## src/rtl/input_conditioner_bank.sv

```systemverilog
`default_nettype none
// ============================================================================
// Module      : input_conditioner_bank
// Description : Per-channel synchroniser, debouncer and edge detector with
//               sticky write-1-to-clear event flags.
// Revision    : 1.0 - initial release
// ============================================================================
module input_conditioner_bank #(
    parameter int               WIDTH       = 8,
    parameter int               SYNC_STAGES = 2,
    parameter int               WAIT_CYCLES = 3,
    parameter int               CNT_W       = $clog2(WAIT_CYCLES + 1),
    parameter logic [WIDTH-1:0] INIT_VALUE  = '0
) (
    input  logic             clk,
    input  logic             reset,
    input  logic [WIDTH-1:0] noisysignal,
    output logic [WIDTH-1:0] conditioned,
    output logic [WIDTH-1:0] positiveedge,
    output logic [WIDTH-1:0] negativeedge,
    input  logic [WIDTH-1:0] flag_clear,
    output logic [WIDTH-1:0] event_flags,
    output logic             any_event
);

    localparam logic [CNT_W-1:0] c_WAIT = CNT_W'(WAIT_CYCLES);

    logic [WIDTH-1:0] r_sync [SYNC_STAGES];
    logic [WIDTH-1:0] w_s;
    logic [WIDTH-1:0] r_flags;

    always_ff @(posedge clk) begin
        if (reset) begin
            for (int k = 0; k < SYNC_STAGES; k++) begin
                r_sync[k] <= INIT_VALUE;
            end
        end else begin
            r_sync[0] <= noisysignal;
            for (int k = 1; k < SYNC_STAGES; k++) begin
                r_sync[k] <= r_sync[k-1];
            end
        end
    end

    assign w_s = r_sync[SYNC_STAGES-1];

    generate
        for (genvar i = 0; i < WIDTH; i++) begin : g_ch
            logic [CNT_W-1:0] r_cnt;
            logic             r_lvl;
            logic             r_rise;
            logic             r_fall;

            // Counter clears on acceptance, so it can never pass c_WAIT.
            always_ff @(posedge clk) begin
                if (reset) begin
                    r_cnt  <= '0;
                    r_lvl  <= INIT_VALUE[i];
                    r_rise <= 1'b0;
                    r_fall <= 1'b0;
                end else begin
                    r_rise <= 1'b0;
                    r_fall <= 1'b0;
                    if (w_s[i] == r_lvl) begin
                        r_cnt <= '0;
                    end else if (r_cnt < c_WAIT) begin
                        r_cnt <= r_cnt + 1'b1;
                    end else begin
                        r_lvl  <= w_s[i];
                        r_cnt  <= '0;
                        r_rise <= w_s[i];
                        r_fall <= ~w_s[i];
                    end
                end
            end

            assign conditioned[i]  = r_lvl;
            assign positiveedge[i] = r_rise;
            assign negativeedge[i] = r_fall;
        end
    endgenerate

    // A set coinciding with a clear wins so no edge is ever lost.
    always_ff @(posedge clk) begin
        if (reset) begin
            r_flags <= '0;
        end else begin
            r_flags <= (r_flags & ~flag_clear) | positiveedge | negativeedge;
        end
    end

    assign event_flags = r_flags;
    assign any_event   = |(positiveedge | negativeedge);

endmodule
`default_nettype wire

```

## config.mk

```make
export PLATFORM = sky130hd
export DESIGN_NAME = input_conditioner_bank
export DESIGN_NICKNAME = d
export VERILOG_FILES = /design/src/rtl/input_conditioner_bank.sv
export SDC_FILE = /design/constraint.sdc
export NUM_CORES = 1
export LEC_CHECK = 0
export ABC_AREA = 1
export BUFFER_PORTS_ARGS = -buffer_cell sky130_fd_sc_hd__buf_4
export CORE_AREA = 2 2 76 78
export CTS_BUF_LIST = sky130_fd_sc_hd__clkbuf_16
export DETAILED_ROUTE_END_ITERATION = 6
export DIE_AREA = 0 0 78 80
export PLACE_DENSITY = 0.8
export SYNTH_ARGS = -nofsm -noshare
export SYNTH_HDL_FRONTEND = slang
export SYNTH_SLANG_ARGS = --single-unit
```

## constraint.sdc

```tcl
create_clock -name clk -period 0.92 [get_ports clk]
set_input_delay 0.092 -clock clk [delete_from_list [all_inputs] [get_ports clk]]
set_output_delay 0.092 -clock clk [all_outputs]
set_load 0.01 [all_outputs]
```

==> results.cfg <==
[yosys]
synth_ff_type = dfxtp_1
synthArstFlopShare_pct = 0
synth_top_area_cell = dfxtp_1
synth.most_common_cell = inv_1
ys_seq_elements = 64
synth_area_leaders = dfxtp_1, inv_1, nor2_1
synth_commonest_cells = inv_1, dfxtp_1, nor2_1, nand2_1, buf_4
syn_area_um2 = 2500
synth_nets = 329
avgSynthCellArea_um2 = 8.27
syn_inst = 303
yosysWarningCount = 0
synth_cell_types = 16
synth-edff-count = 0
ys_seq_area_share_pct = 51.1
synth_top_area_share_pct = 51.1

[cells_and_area]
area_delta_synth_final_pct = 39.1
drive_gt1_share_pct = 39.1
diodes = 0
fillerInstances = 423
nets = 389

[setup_path]
critPathArrivalTime_ns = 1.14
crit_path_start_kind = register
path_buf_inv = 1
path_max_fanout = 2
crit_chain = nor2_4 -> nand2_2 -> nor2_1 -> nand2_1 -> buf_6
path_class = reg -> out
worstPathRequired_ns = 0.83
crit_family = simple AND/OR/NAND/NOR gates
cpMaxStageDelayCell = dfxtp_2
crit_path_end_kind = output pin
cp_slowest_stage_delay_ns = 0.33

[detailed_routing]
ant_nets = 0
wirelength_um = 5060
drt_pass1_iterations = 4
drc_errors = 0
post_drt_wl_per_cell_um = 11.5
num_vias = 1953
drtIter0Drc = 75
drt-vias-per-instance = 4.46

[floorplanning]
die_height_um = 80
core-area_um2 = 5410
dieArea_um2 = 6240
chipWidth_um = 78
start_util_pct = 46.3
io_pins = 51
num_rows = 27

[timing]
hold_viol_final = 0
fin_skew_ns = 0.00269
maxSlewViolCount = 0
worstMarginPinSlew_ns = 0.328
fin_crit_ns = 1.23
fin_ws_ns = -0.314
rsz0062_at_grt = true
fin_crit_sh_pct = 134
finalSetupViolations = 12
maxSlewHeadroom_pct = 78.1
finalSetupTns_ns = -0.763
clock.fmax_mhz = 810

[placement]
dp_hpwl_um = 3270
port_buffers = 50
place.gp.congestion = 0.702

[clock_network]
ctsLongestPathBuffers = 2
insertion_delay_ns = 0.32
tritoncts.num_buffers = 9
numClockSinks = 64
cts-root-buf = clkbuf_16
cts_tree = yes
path_clk_slew_ns = 0.05
cts_max_level = 3

[global_routing]
antenna_found_initial = 0
grt_pass1_vias = 1881
gr-total-overflow = 0
gr-usage-all-layers_pct = 16.3
grt_max_degree = 24
grt_pass1_wl_um = 7760

[outcome]
status = complete, but fails checks
violations = setup timing

[power]
p_leak_uw = 0.00164
fin_total_pwr_uw = 5890
power_density_nw_per_um2 = 1690
vdd_ir_drop_max_v = 0.00143

[hold_path]
hold_class = in -> reg

[run]
maxCapViolCount = 0
registers in the layout, indices dropped and copies added (netlist names):
name	count
event_flags	8
g_ch.r_lvl	8
g_ch.r_rise	8
g_ch.r_cnt	16
g_ch.r_fall	8
r_sync	16
per-stage QoR:
| stage | hold slack [ns] | cell area [um^2] | setup WS [ns] | utilization, % | instances |
|---|---|---|---|---|---|
| 2_1_floorplan | 0.199 | 2500 | 0.0226 | - | 303 |
| 3_3_place_gp | 0.294 | 2860 | -0.0300 | 52.8 | 411 |
| 3_5_place_dp | 0.300 | 2860 | -0.0501 | 52.8 | 411 |
| 4_1_cts | 0.0126 | 3330 | -0.355 | 61.6 | 435 |
| 5_1_grt | 0.0335 | 3480 | -0.365 | 64.4 | 438 |
| 6_report | 0.0207 | 3480 | -0.314 | 64.4 | 438 |
final cells by class:
cell class                 count  area (um^2)  share of cell area, %
timing repair buffer          79          684                   19.6
multi-input combinational    143          893                   25.6
tap                           72         90.1                   2.59
inverter                      66          249                   7.15
sequential                    64         1320                   37.9
clock inverter                 5         20.0                  0.575
clock buffer                   9          225                   6.47
cell usage in the layout, fill, tap and decap left out:
cell type	synthesis	routed
inv_1	65	67
buf_4	24	52
nor2_1	52	42
dfxtp_1	64	36
nand2_1	31	29
dfxtp_2	0	26
buf_6	4	19
a21oi_1	16	16
nor2_4	5	10
nand4_1	9	9
nand3_1	10	9
clkbuf_16	0	9
dlygate4sd3_1	0	8
ha_4	0	7
nand3_2	5	6
nor2_2	0	5
o21ai_1	4	5
nand2_2	0	2
clkinv_2	1	2
dfxtp_4	0	2
inv_2	0	1
o21ai_2	0	1
o21ai_0	3	1
ha_2	0	1
clkinv_1	0	1
what timing repair did:
item / CTS / global route
endpoints found under the hold margin: 8 / 0
setup endpoints to repair: 27 / 26
setup buffers: 3 / 3
pin swaps: 11 / 12
hold buffers: 8 / 0
gates resized for setup: 49 / 37
power by group:
part	switching [uW]	total, uW	internal, uW
clock network	1050	2790	1740
logic	124	254	130
registers	29.9	2850	2820
total	1200	5890	4690
worst register-to-register path: stages, from the launching register on:
cell     delay [ns]
dfxtp_2        0.35
nor2_4         0.05
buf_4          0.12
buf_4          0.12
buf_4          0.13
a21oi_1        0.13
layer usage:
layer | routed length, um | part of all wire, % | global-route usage (%) | vias up
met5 | 0 | 0 | 0 | -
met4 | 128 | 2.5 | 10.4 | 0
met3 | 219 | 4.3 | 4.75 | 12
met2 | 2620 | 52 | 29.1 | 46
met1 | 2090 | 41 | 16.6 | 890
li1 | - | - | - | 1005
path summary, 6_finish.rpt:
| check | from | end | slack [ns] | depth (start not counted) |
|---|---|---|---|---|
| worst max-delay path | g_ch[7].r_fall$_SDFF_PP0_ | any_event | -0.31 | 5 |
| worst min-delay path | flag_clear[4] | event_flags[4]$_SDFF_PP0_ | 0.02 | 4 |
| worst max register to register | g_ch[3].r_rise$_SDFF_PP0_ | event_flags[3]$_SDFF_PP0_ | -0.05 | 5 |
| worst min register to register | r_sync[0][3]$_SDFF_PP0_ | r_sync[0][11]$_SDFF_PP0_ | 0.40 | 2 |
cells by family (layout without fill, tap and decap cells):
group	after synthesis	in the layout	share of synthesized area, %
buf+inv	96	159	19.3
flops	64	64	51.1
compound gates	23	23	4.60
fa+ha+maj	8	8	4.00
simple gates	112	112	20.9
Power figures use the tool's default switching activity.
